### src/rtl/lcd_pkg.sv
// lcd_pkg: shared definitions for the HD44780 reader and writer.
//   - rd_state_t : read-engine FSM states
//   - RS_CMD / RS_DATA : register-select encodings
//   - 100 MHz timing constants shared with the init/write sequencer
//   - max4 : helper used to size counters from the timing parameters
package lcd_pkg;

   typedef enum logic [2:0] {
      IDLE,
      SETUP,
      EN_HI_U,
      GAP_U,
      EN_HI_L,
      GAP_L,
      CHECK
   } rd_state_t;

   localparam logic RS_CMD  = 1'b0;
   localparam logic RS_DATA = 1'b1;

   // Clock-cycle counts at 100 MHz (10 ns per cycle).
   localparam int unsigned U400 = 40;          // 400 ns
   localparam int unsigned U40  = 4_000;       // 40 us
   localparam int unsigned U100 = 10_000;      // 100 us
   localparam int unsigned M1   = 100_000;     // 1 ms
   localparam int unsigned M5   = 500_000;     // 5 ms
   localparam int unsigned M15  = 1_500_000;   // 15 ms

   function automatic int unsigned max4(input int unsigned a, input int unsigned b,
                                        input int unsigned c, input int unsigned d);
      int unsigned m;
      m = a;
      if (b > m) m = b;
      if (c > m) m = c;
      if (d > m) m = d;
      return m;
   endfunction

endpackage

### src/rtl/lcd_reader_if.sv
// lcd_reader_if: host handshake plus LCD pin bundle for the read engine.
//   Host side : req, rs_sel, poll -> busy, done, rd_data, timeout
//   LCD side  : lcd_db_in (D7..D4) -> lcd_rs, lcd_rw, lcd_en, rd_active
//   modport slave  : the reader itself
//   modport master : whoever issues requests and presents the LCD data pins
interface lcd_reader_if;
   logic       req;
   logic       rs_sel;
   logic       poll;
   logic [3:0] lcd_db_in;
   logic       lcd_rs;
   logic       lcd_rw;
   logic       lcd_en;
   logic       rd_active;
   logic       busy;
   logic       done;
   logic [7:0] rd_data;
   logic       timeout;

   modport slave (
      input  req, rs_sel, poll, lcd_db_in,
      output lcd_rs, lcd_rw, lcd_en, rd_active, busy, done, rd_data, timeout
   );

   modport master (
      output req, rs_sel, poll, lcd_db_in,
      input  lcd_rs, lcd_rw, lcd_en, rd_active, busy, done, rd_data, timeout
   );
endinterface

### src/rtl/lcd_rd_timer.sv
// lcd_rd_timer: loadable down-counter for the read FSM phase timing.
//   clk, rst  : clock, async active-high reset
//   load      : reload with load_val (asserted on every state entry)
//   load_val  : phase length minus one
//   expired   : high while the count sits at zero; the FSM leaves the state
//               on it, so within a phase it behaves as a terminal pulse
module lcd_rd_timer #(
   parameter int unsigned WIDTH = 8
) (
   input  logic             clk,
   input  logic             rst,
   input  logic             load,
   input  logic [WIDTH-1:0] load_val,
   output logic             expired
);

   logic [WIDTH-1:0] cnt;

   always_ff @(posedge clk or posedge rst) begin
      if (rst)             cnt <= '0;
      else if (load)       cnt <= load_val;
      else if (cnt != '0)  cnt <= cnt - 1'b1;
   end

   assign expired = (cnt == '0);

endmodule

### src/rtl/lcd_reader.sv
// lcd_reader: 4-bit HD44780 read engine (RW=1 cycles).
//   clk, rst : 100 MHz clock, async active-high reset
//   bus      : lcd_reader_if.slave
//     req/rs_sel/poll   start a BF/AC read (rs_sel=0) or data read (rs_sel=1);
//                       poll repeats BF/AC reads while BF=1, up to POLL_MAX reads
//     lcd_db_in         D7..D4 from the panel
//     lcd_rs/rw/en      panel control; rd_active marks bus ownership
//     busy/done         request in progress / one-cycle completion
//     rd_data/timeout   last byte read / poll limit hit with BF still set
module lcd_reader
   import lcd_pkg::*;
#(
   parameter int unsigned T_AS     = 4,
   parameter int unsigned T_PW     = 50,
   parameter int unsigned T_GAP    = 100,
   parameter int unsigned POLL_MAX = 1000
) (
   input  logic         clk,
   input  logic         rst,
   lcd_reader_if.slave  bus
);

   localparam int unsigned CMAX = max4(T_AS, T_PW, T_GAP, POLL_MAX);
   localparam int unsigned CW   = $clog2(CMAX + 1);
   typedef logic [CW-1:0] cnt_t;

   // Timer reloads are length-1 so a phase lasts exactly its parameter.
   localparam cnt_t LD_AS     = cnt_t'(T_AS - 1);
   localparam cnt_t LD_PW     = cnt_t'(T_PW - 1);
   localparam cnt_t LD_GAP    = cnt_t'(T_GAP - 1);
   localparam cnt_t POLL_LAST = cnt_t'(POLL_MAX - 1);

   rd_state_t  state, state_nx;
   logic       poll_q, poll_nx;
   cnt_t       pcnt, pcnt_nx;
   logic [7:0] byte_q, byte_nx;

   // Registered outputs. The latched rs_sel lives directly in rs_o.
   logic       rs_o, rs_nx;
   logic       rw_o, rw_nx;
   logic       en_o, en_nx;
   logic       act_o, act_nx;
   logic       busy_o, busy_nx;
   logic       done_o, done_nx;
   logic [7:0] data_o, data_nx;
   logic       to_o, to_nx;

   logic       t_load;
   cnt_t       t_val;
   logic       t_exp;

   lcd_rd_timer #(.WIDTH(CW)) u_timer (
      .clk      (clk),
      .rst      (rst),
      .load     (t_load),
      .load_val (t_val),
      .expired  (t_exp)
   );

   always_ff @(posedge clk or posedge rst) begin
      if (rst) begin
         state  <= IDLE;
         poll_q <= 1'b0;
         pcnt   <= '0;
         byte_q <= 8'h00;
         rs_o   <= 1'b0;
         rw_o   <= 1'b0;
         en_o   <= 1'b0;
         act_o  <= 1'b0;
         busy_o <= 1'b0;
         done_o <= 1'b0;
         data_o <= 8'h00;
         to_o   <= 1'b0;
      end else begin
         state  <= state_nx;
         poll_q <= poll_nx;
         pcnt   <= pcnt_nx;
         byte_q <= byte_nx;
         rs_o   <= rs_nx;
         rw_o   <= rw_nx;
         en_o   <= en_nx;
         act_o  <= act_nx;
         busy_o <= busy_nx;
         done_o <= done_nx;
         data_o <= data_nx;
         to_o   <= to_nx;
      end
   end

   always_comb begin
      state_nx = state;
      poll_nx  = poll_q;
      pcnt_nx  = pcnt;
      byte_nx  = byte_q;
      rs_nx    = rs_o;
      rw_nx    = rw_o;
      en_nx    = en_o;
      act_nx   = act_o;
      busy_nx  = busy_o;
      done_nx  = 1'b0;
      data_nx  = data_o;
      to_nx    = to_o;
      t_load   = 1'b0;
      t_val    = '0;

      unique case (state)
         IDLE: begin
            if (bus.req) begin
               poll_nx  = bus.poll & ~bus.rs_sel;
               pcnt_nx  = '0;
               to_nx    = 1'b0;
               rs_nx    = bus.rs_sel;
               rw_nx    = 1'b1;
               act_nx   = 1'b1;
               busy_nx  = 1'b1;
               t_load   = 1'b1;
               t_val    = LD_AS;
               state_nx = SETUP;
            end
         end
         SETUP: begin
            if (t_exp) begin
               en_nx    = 1'b1;
               t_load   = 1'b1;
               t_val    = LD_PW;
               state_nx = EN_HI_U;
            end
         end
         EN_HI_U: begin
            // Sample on the falling edge of E, while the panel still drives.
            if (t_exp) begin
               en_nx        = 1'b0;
               byte_nx[7:4] = bus.lcd_db_in;
               t_load       = 1'b1;
               t_val        = LD_GAP;
               state_nx     = GAP_U;
            end
         end
         GAP_U: begin
            if (t_exp) begin
               en_nx    = 1'b1;
               t_load   = 1'b1;
               t_val    = LD_PW;
               state_nx = EN_HI_L;
            end
         end
         EN_HI_L: begin
            if (t_exp) begin
               en_nx        = 1'b0;
               byte_nx[3:0] = bus.lcd_db_in;
               t_load       = 1'b1;
               t_val        = LD_GAP;
               state_nx     = GAP_L;
            end
         end
         GAP_L: begin
            if (t_exp) state_nx = CHECK;
         end
         CHECK: begin
            if (poll_q && byte_q[7] && (pcnt < POLL_LAST)) begin
               // RS/RW stay put, so SETUP again guarantees address setup.
               pcnt_nx  = pcnt + 1'b1;
               t_load   = 1'b1;
               t_val    = LD_AS;
               state_nx = SETUP;
            end else begin
               data_nx  = byte_q;
               to_nx    = poll_q & byte_q[7];
               done_nx  = 1'b1;
               busy_nx  = 1'b0;
               act_nx   = 1'b0;
               rw_nx    = 1'b0;
               rs_nx    = RS_CMD;
               state_nx = IDLE;
            end
         end
         default: state_nx = IDLE;
      endcase
   end

   assign bus.lcd_rs    = rs_o;
   assign bus.lcd_rw    = rw_o;
   assign bus.lcd_en    = en_o;
   assign bus.rd_active = act_o;
   assign bus.busy      = busy_o;
   assign bus.done      = done_o;
   assign bus.rd_data   = data_o;
   assign bus.timeout   = to_o;

endmodule
### src/flat_wrapper.sv
// flat-port wrapper written by rule: the top's interface ports become plain ports
module lcd_reader_flat import lcd_pkg::*;
#(
   parameter int unsigned T_AS     = 4,
   parameter int unsigned T_PW     = 50,
   parameter int unsigned T_GAP    = 100,
   parameter int unsigned POLL_MAX = 1000
)
  (clk, rst, bus_req, bus_rs_sel, bus_poll, bus_lcd_db_in, bus_lcd_rs, bus_lcd_rw, bus_lcd_en, bus_rd_active, bus_busy, bus_done, bus_rd_data, bus_timeout);
  lcd_reader_if bus_i ();
  input  logic clk;
  input  logic rst;
  input wire logic [$bits(bus_i.req)-1:0] bus_req;
  input wire logic [$bits(bus_i.rs_sel)-1:0] bus_rs_sel;
  input wire logic [$bits(bus_i.poll)-1:0] bus_poll;
  input wire logic [$bits(bus_i.lcd_db_in)-1:0] bus_lcd_db_in;
  output wire logic [$bits(bus_i.lcd_rs)-1:0] bus_lcd_rs;
  output wire logic [$bits(bus_i.lcd_rw)-1:0] bus_lcd_rw;
  output wire logic [$bits(bus_i.lcd_en)-1:0] bus_lcd_en;
  output wire logic [$bits(bus_i.rd_active)-1:0] bus_rd_active;
  output wire logic [$bits(bus_i.busy)-1:0] bus_busy;
  output wire logic [$bits(bus_i.done)-1:0] bus_done;
  output wire logic [$bits(bus_i.rd_data)-1:0] bus_rd_data;
  output wire logic [$bits(bus_i.timeout)-1:0] bus_timeout;
  assign bus_i.req = bus_req;
  assign bus_i.rs_sel = bus_rs_sel;
  assign bus_i.poll = bus_poll;
  assign bus_i.lcd_db_in = bus_lcd_db_in;
  assign bus_lcd_rs = bus_i.lcd_rs;
  assign bus_lcd_rw = bus_i.lcd_rw;
  assign bus_lcd_en = bus_i.lcd_en;
  assign bus_rd_active = bus_i.rd_active;
  assign bus_busy = bus_i.busy;
  assign bus_done = bus_i.done;
  assign bus_rd_data = bus_i.rd_data;
  assign bus_timeout = bus_i.timeout;
  lcd_reader #(.T_AS(T_AS), .T_PW(T_PW), .T_GAP(T_GAP), .POLL_MAX(POLL_MAX)) u_core (.clk(clk), .rst(rst), .bus(bus_i));
endmodule
### config.mk
export PLATFORM = sky130hd
export DESIGN_NAME = lcd_reader_flat
export DESIGN_NICKNAME = d
export VERILOG_FILES = /design/src/rtl/lcd_pkg.sv /design/src/rtl/lcd_reader_if.sv /design/src/rtl/lcd_rd_timer.sv /design/src/rtl/lcd_reader.sv /design/src/flat_wrapper.sv
export SDC_FILE = /design/constraint.sdc
export NUM_CORES = 1
export LEC_CHECK = 0
export CAP_MARGIN = 15
export CORE_ASPECT_RATIO = 0.9
export CORE_UTILIZATION = 30
export CTS_CLUSTER_DIAMETER = 50
export CTS_CLUSTER_SIZE = 16
export DETAILED_ROUTE_END_ITERATION = 7
export PLACE_DENSITY = 0.51
export SLEW_MARGIN = 40
export SYNTH_ARGS = -nofsm -noshare
export SYNTH_HDL_FRONTEND = slang
export SYNTH_HIERARCHICAL = 1
export SYNTH_SLANG_ARGS = --single-unit
### constraint.sdc
create_clock -name clk -period 7.3 [get_ports clk]
set_clock_uncertainty 0.05 [all_clocks]
set_input_delay 0.73 -clock clk [delete_from_list [all_inputs] [get_ports clk]]
set_output_delay 0.73 -clock clk [all_outputs]
set_load 0.01 [all_outputs]
Word level (Yosys, flattened, before mapping)
Index checks and enable logic that the tools add are counted.

word-level totals
  register bits = 45
  input bits = 9
  output and inout port bits = 15
  word-level logic and storage cells = 89

cells by class
  add/subtract/negate cells = 2
  order comparisons = 1
  eq/ne operators = 16
  mux-type cells = 35
  bitwise operators = 4
  reductions and logical operators = 19

operators by type and width
  kind                                                                     count
  10-bit two-way mux                                                       4
  10-bit one-hot mux with 4 select lines                                   1
  3-bit one-hot mux with 7 select lines                                    1
  10-bit one-hot mux with 2 select lines                                   1
  3-bit two-way mux                                                        6
  2-bit by 1-bit inequality test with 1-bit output, second input constant  8
  1-bit two-way mux                                                        13
  10-bit by 1-bit adder with 10-bit output, second input constant          1
  10-bit zero test                                                         1
  10-bit less-than comparator, second input constant                       1
  10-bit nonzero test                                                      1
  10-bit by 1-bit subtractor with 10-bit output, second input constant     1
  3-bit equality test, second input constant                               3
  3-bit AND reduction                                                      3
  1-bit one-hot mux with 2 select lines                                    4
  2-bit AND reduction                                                      4
  7-bit two-way mux                                                        1
  3-bit by 2-bit equality test with 1-bit output, second input constant    2
  6-bit two-way mux                                                        1
  6-bit AND reduction                                                      1
  2-bit nonzero test                                                       3
  2-bit two-way mux                                                        2
  2-bit inequality test, second input constant                             2
  2-bit OR reduction                                                       2
  other kinds (7)                                                          10

Logic depth before layout (Yosys ltp)
Gate-level depths: netlist of run 1.

  depth after elaboration = 5
  mapped depth = 12
  depth with buffers taken out = 9

Modules after synthesis
The synthesis of run 1 kept the hierarchy.

by module, submodules not included
  module        times used  cells an instance  area an instance (µm²)
  lcd_reader    1           151                1,652.8
  lcd_rd_timer  1           76                 693.2

Worst setup path after synthesis of run 1
OpenSTA, ideal clock, no wires.

  path kind = flip-flop to flip-flop
  from = register u_core.u_timer.cnt[0]
  to = register u_core.u_timer.cnt[7]
  setup time = 0.094 ns
  data arrival time = 2.642 ns
  required time = 7.156 ns
  path slack = 4.514 ns
  cell stages (with the launch flop) = 13
  path buffers = 3
  cells stage by stage = dfrtp_1 > inv_1 > ha_1 > or4b_1 > clkbuf_1 > nor3_2 > and2_1 > or2_2 > clkbuf_1 > clkbuf_1 > nor2_1 > o41a_1 > a211oi_1

between the ends
  longest elaborated chain between the ends = 4
  elaborated cells on any way between the ends = 8
  classes of those cells = 1 x add/sub; 4 x mux; 3 x reduce/logical

ends and longest elaborated chain
  item                                                             line                source
  from (decl)                                                      lcd_rd_timer.sv:17  logic [WIDTH-1:0] cnt;
  from (signal assigned)                                           lcd_rd_timer.sv:21  else if (load) cnt <= load_val;
  from (signal assigned)                                           lcd_rd_timer.sv:22  else if (cnt != '0) cnt <= cnt - 1'b1;
  10-bit zero test (*)                                             lcd_rd_timer.sv:25  assign expired = (cnt == '0);
  via u_core.t_exp                                                 lcd_reader.sv:50    logic t_exp;
  1-bit two-way mux (*)                                            -
  1-bit one-hot mux with 3 select lines (*)                        lcd_reader.sv:106   unique case (state)
  via u_core.t_load                                                lcd_reader.sv:48    logic t_load;
  10-bit two-way mux / 2-bit nonzero test (equally long branches)  -

Mark *: on every way through the listed nets, which the timed path passes. The rest lies on a longest branch. The select of a mux whose other input is x is not followed.
A chain may end at the register's enable or synchronous reset.

Final worst setup path of run 1
  from = register u_core.u_timer.cnt[0]
  to = register u_core.u_timer.cnt[9]

The elaborated chain is that of the path after synthesis.

==> results of run 1 <==
[registers in the layout, summed over array words and instances (netlist names)]
signal and cells:
u_core/bus.busy 1, u_core/bus.done 1, u_core/bus.lcd_en 1, u_core/bus.lcd_rs 1
u_core/bus.rd_data 8, u_core/bus.timeout 1, u_core/byte_q 8, u_core/pcnt 10
u_core/poll_q 1, u_core/state 3, u_core/u_timer/cnt 10
[cells by family after synthesis]
kind of cell / synth area share
AOI/OAI and AO/OA: 0.1659
xor gates and xnor gates: 0.01120
adders and majority gates: 0.01493
buffers and inverters: 0.05386
DFF: 0.4800
muxes: 0.08053
other: 0.001598
and+or+nand+nor: 0.1920
[worst paths after layout]
check / to / cells past startpoint / from
max: u_core/u_timer/cnt[9] / 8 / u_core/u_timer/cnt[0]
min: u_core/pcnt[8] / 1 / u_core/pcnt[8]
max reg2reg: u_core/u_timer/cnt[9] / 8 / u_core/u_timer/cnt[0]
min reg2reg: u_core/pcnt[8] / 1 / u_core/pcnt[8]
max in group asynchronous: u_core/pcnt[1] / 3 / rst
min in group asynchronous: u_core/u_timer/cnt[9] / 2 / rst
[power by group through the flow]
stage,Combinational (mW),Sequential (mW),Clock [mW]
after floorplan,0.195,0.341,0
after global placement,0.198,0.385,0
after detailed placement,0.200,0.387,0
after CTS,0.201,0.383,0.170
after global routing,0.225,0.397,0.179
final,0.199,0.385,0.162
[worst register-to-register path: stages, from the launching register on]
cell and delay [ns]:
dfrtp_1 0.42, inv_1 0.09, ha_1 0.23, or4b_1 0.61, nor3_2 0.44, and2_1 0.26, or2_2 0.32, inv_1 0.22
o22a_1 0.25
[final cells by class]
cell class / count / area (um2)
Clock buffer: 5 / 68.82
Clock inverter: 3 / 25.02
Fill cell: 761 / 4803
Inverter: 9 / 33.78
Multi-Input combinational cell: 160 / 1130
Sequential cell: 45 / 1126
Tap cell: 96 / 120.1
Timing Repair Buffer: 24 / 237.7
[per-stage QoR]
| stage | utilization | instances | hold WS [ns] | area (um2) |
|---|---|---|---|---|
| after floorplan | - | 231 | 0.3879 | 2361 |
| after global placement | 0.3481 | 334 | 0.4084 | 2626 |
| after detailed placement | 0.3498 | 334 | 0.4134 | 2639 |
| after CTS | 0.3622 | 342 | 0.4268 | 2733 |
| after global routing | 0.3634 | 342 | 0.4564 | 2741 |
| final | 0.3634 | 342 | 0.4244 | 2741 |
[layer usage]
layer | routed length (um) | up-vias | global-route usage | share of wire
met5 | 0 | - | 0 | 0
met4 | 55 | 0 | 0.04132 | 0.011
met3 | 183 | 4 | 0.02926 | 0.038
met2 | 2163 | 39 | 0.2000 | 0.45
met1 | 2419 | 870 | 0.1875 | 0.50
li1 | - | 870 | - | -
[cell usage after synthesis (2+ instances only)]
master,instances
nand2_1,18
o22a_1,2
nor3_1,4
xnor2_1,3
o21ai_0,7
buf_2,5
ha_1,2
nor4_1,6
nand3b_1,3
a31oi_1,9
mux2i_1,2
o31ai_1,6
inv_1,9
mux2_2,15
buf_4,2
buf_6,2
clkbuf_1,8
nor4b_1,2
a22o_1,2
o211ai_1,2
or3b_2,2
o41ai_1,2
dfrtp_1,45
or2_2,5
a41oi_1,3
nor2_1,15
a21oi_1,7
nand3_1,9
==> impl_metrics.json, run 1 <==
{
  "comb_power_share": 0.267,
  "fp.dieW_um": 95.22,
  "cts_max_level": 2,
  "grtUsageTotal": 0.1323,
  "yosysWarnings": 6,
  "syn-cell-area_um2": 2346,
  "vias_per_cell": 5.213,
  "post_cts_buffers": 0,
  "start_util": 0.3109,
  "cp_max_fo": 17,
  "cts_tree": "done",
  "vias": 1783,
  "slowest_delay_ns": 0.61,
  "status": "finished clean",
  "p_per_area_nw_per_um2": 272.5,
  "final_common_cell": "dfrtp_1",
  "grt_pass1_vias": 1715,
  "drtIter0Drc": 104,
  "worstPathArrival_ns": 3.14,
  "cts_made_buffers": 5,
  "dpl_worst_slack_ns": 4.159,
  "yosys-top-cells-area": "dfrtp_1, mux2_2, nand2_1, a31oi_1, nor2_1",
  "hpwl_um": 3352,
  "clock_latency_ns": 0.30,
  "yosysTopAreaCell": "dfrtp_1",
  "fmax_mhz": 334.0,
  "synth_edf_count": 0,
  "wl_um": 4822,
  "cp.required_ns": 7.45,
  "setup_viol": 0,
  "die_y_um": 85.90,
  "layout_common_cells": "dfrtp_1, clkdlybuf4s50_1, nand2_1",
  "timing.slew.headroom": 0.5247,
  "drive_gt1_frac": 0.1667,
  "grt_setup_unrepaired": "false",
  "setup-tns-final_ns": 0,
  "portBuffers": 23,
  "p_total_uw": 746.9,
  "cts.path.max_buffers": 2,
  "wl_per_cell_um": 14.10,
  "critPathKind": "flip-flop to flip-flop",
  "seqPwrFrac": 0.516,
  "min_period_ns": 2.994,
  "clkPwrFrac": 0.217,
  "synth_ff_type": "dfrtp_1",
  "avgSynthCellArea_um2": 10.33,
  "cts_sinks": 45,
  "async_flop_share": 1.000,
  "clk_pin_slew_ns": 0.09,
  "core_um2": 7545,
  "startpoint_type": "flip-flop",
  "cp_top_family": "simple AND/OR/NAND/NOR gates",
  "worst_pin_slew_ns": 0.7082,
  "drc": 0,
  "syn-instance-count": 227,
  "antenna_found_initial": 0,
  "slowest_stage": "or4b_1",
  "internal-power_uw": 471.1,
  "synth.ff_latch_count": 45,
  "overflow": 0,
  "leakage_nw": 1.147,
  "critPathBufInv": 2,
  "fin_ws_ns": 4.306,
  "grt_max_degree": 36,
  "grt_pass1_wl_um": 8383,
  "firstDrtPassIters": 4,
  "maxCapViolations": 0,
  "io_pins": 24,
  "route.antenna.remaining_nets": 0,
  "p_switching_uw": 275.8,
  "synth.top_cell.area_share": 0.4800,
  "seq_area_frac_synth": 0.4800,
  "area_growth_pct": 16.85,
  "synth_cell_types": 58,
  "swShare": 0.3693,
  "place.gp.congestion": 0.7948,
  "dieArea_um2": 8178,
  "rrSetupSlack_ns": 4.31,
  "cpMostUsedCell": "inv_1",
  "cp-end-kind": "flip-flop",
  "cts_root_buf": "clkbuf_8",
  "antennaDiodeCount": 0,
  "finalMaxSlewViolations": 0,
  "fin_crit_sh": 0.4101,
  "peakVddDrop_uv": 109.4,
  "rows": 30,
  "hp-class": "flip-flop to flip-flop",
  "cts.repair.resized": 0,
  "path_cells": "inv_1 > ha_1 > or4b_1 > nor3_2 > and2_1 > or2_2 > inv_1 > o22a_1",
  "hold_buffers": 0,
  "fin_nets": 256,
  "finalHoldViolCount": 0
}
Note: power is estimated with default switching activity, not from simulation.
==> run 2, diff against run 1 <==
--- a/config.mk
+++ b/config.mk
@@ -11,7 +11,7 @@
 export CTS_CLUSTER_DIAMETER = 50
 export CTS_CLUSTER_SIZE = 16
 export DETAILED_ROUTE_END_ITERATION = 7
-export PLACE_DENSITY = 0.51
+export PLACE_DENSITY = 0.52
 export SLEW_MARGIN = 40
 export SYNTH_ARGS = -nofsm -noshare
 export SYNTH_HDL_FRONTEND = slang
==> constraint.sdc (replaced) <==
create_clock -name clk -period 2.7 [get_ports clk]
set_clock_uncertainty 0.05 [all_clocks]
set_input_delay 0.27 -clock clk [delete_from_list [all_inputs] [get_ports clk]]
set_output_delay 0.27 -clock clk [all_outputs]
set_load 0.01 [all_outputs]
==> impl_metrics.json, run 2 (synthesis results as in run 1) <==
{
  "cts_tree": "done",
  "clk_pin_slew_ns": 0.09,
  "drtIter0Drc": 86,
  "rows": 30,
  "overflow": 0,
  "fmax_mhz": 389.6,
  "hpwl_um": 3435,
  "firstDrtPassIters": 4,
  "reg_top3": "u_core/pcnt (10), u_core/u_timer/cnt (10)",
  "fp.dieW_um": 95.22,
  "final_common_cell": "dfrtp_1",
  "clkPwrFrac": 0.247,
  "grt_pass1_wl_um": 8307,
  "finalMaxSlewViolations": 0,
  "cp.required_ns": 2.85,
  "area_growth_pct": 21.76,
  "cts_sinks": 45,
  "clock_latency_ns": 0.30,
  "grt_max_degree": 36,
  "setup_viol": 0,
  "setup-tns-final_ns": 0,
  "p_per_area_nw_per_um2": 751.6,
  "internal-power_mw": 1.401,
  "cts_made_buffers": 5,
  "finalHoldViolCount": 0,
  "vias": 1814,
  "seq_area_um2": 1126,
  "grtUsageTotal": 0.1310,
  "cts.path.max_buffers": 2,
  "seqPwrFrac": 0.476,
  "swShare": 0.3477,
  "timing.slew.headroom": 0.5354,
  "wl_um": 4926,
  "hold_buffers": 0,
  "drive_gt1_frac": 0.2093,
  "portBuffers": 23,
  "start_util": 0.3109,
  "core_um2": 7545,
  "io_pins": 24,
  "place.gp.congestion": 0.7568,
  "vias_per_cell": 5.124,
  "fill_cells": 749,
  "fin_ws_ns": 0.1330,
  "maxCapViolations": 0,
  "antennaDiodeCount": 0,
  "fin_crit_sh": 0.9507,
  "worstPathArrival_ns": 2.72,
  "p_switching_uw": 746.5,
  "worst_pin_slew_ns": 0.6950,
  "cts_root_buf": "clkbuf_8",
  "startpoint_type": "flip-flop",
  "layout_common_cells": "dfrtp_1, clkdlybuf4s50_1, nand2_1",
  "drc": 0,
  "cts_max_level": 2,
  "leakage_nw": 1.225,
  "wl_per_cell_um": 13.92,
  "dpl_worst_slack_ns": 0.06662,
  "die_y_um": 85.90,
  "cp-end-kind": "flip-flop",
  "multi_input_area_um2": 1132,
  "min_period_ns": 2.567,
  "antenna_found_initial": 0,
  "grt_setup_unrepaired": "false",
  "critPathKind": "flip-flop to flip-flop",
  "route.antenna.remaining_nets": 0,
  "hp-class": "input port to asynchronous set/reset pin",
  "dieArea_um2": 8178,
  "grt_pass1_vias": 1701,
  "comb_power_share": 0.276,
  "fin_nets": 268,
  "cp_max_fo": 5,
  "status": "finished clean",
  "peakVddDrop_uv": 326.4
}
[run 2: through the flow]
| stage | cell area, um2 | std cells | total power, mW | hold WS [ns] | util |
|---|---|---|---|---|---|
| 3_5_place_dp | 2715 | 345 | 1.612 | 0.4199 | 0.3599 |
| 4_1_cts | 2831 | 353 | 2.153 | 0.2368 | 0.3753 |
| 3_3_place_gp | 2709 | 345 | 1.599 | 0.4131 | 0.3590 |
| 6_report | 2856 | 354 | 2.147 | 0.2273 | 0.3786 |
| 2_1_floorplan | 2362 | 231 | 1.452 | 0.06018 | - |
| 5_1_grt | 2856 | 354 | 2.293 | 0.2876 | 0.3786 |
[run 2: cell type report]
class	instances	area share
clock buffer	5	0.02409
tap	96	0.04205
clock inverter	3	0.01664
inverter	9	0.01183
sequential	45	0.3942
timing repair buffer	36	0.1148
multi-input combinational	160	0.3964
[run 2: routing by layer]
layer | vias to the layer above | part of all wire | routed length, um | GRT usage
met3 | 5 | 0.036 | 176 | 0.03546
met2 | 25 | 0.44 | 2173 | 0.1851
met5 | - | 0 | 0 | 0
li1 | 897 | - | - | -
met1 | 887 | 0.51 | 2522 | 0.1908
met4 | 0 | 0.011 | 54 | 0.04545
[run 2: critical path, cell delays in order, from the launching register on]
cell and delay (ns):
dfrtp_1 0.42, inv_1 0.09, ha_2 0.24, or4b_1 0.52, nor3_4 0.26, buf_4 0.17, nor4bb_2 0.19, buf_4 0.19
mux2_2 0.34
[run 2: power groups by stage]
stage | clock network, mW | logic (mW) | registers, mW
detailed placement | 0 | 0.584 | 1.03
finish | 0.531 | 0.593 | 1.02
global route | 0.577 | 0.658 | 1.06
global placement | 0 | 0.574 | 1.02
CTS | 0.553 | 0.582 | 1.02
floorplan | 0 | 0.529 | 0.923
[run 2: worst paths after layout]
path	start	end	slack, ns	cells past startpoint
max in group asynchronous	rst	u_core/pcnt[6]	1.94	3
setup / recovery	u_core/u_timer/cnt[0]	u_core/byte_q[6]	0.13	8
hold / removal	rst	u_core/u_timer/cnt[6]	0.23	2
hold reg to reg	u_core/pcnt[8]	u_core/pcnt[8]	0.43	1
min in group clk	u_core/pcnt[8]	u_core/pcnt[8]	0.43	1
setup reg to reg	u_core/u_timer/cnt[0]	u_core/byte_q[6]	0.13	8
[run 2: timing repair]
action                                  in CTS  in global routing
buffers inserted                             0                  1
gates resized for setup                      0                  4
endpoints found under the setup margin       0                 10
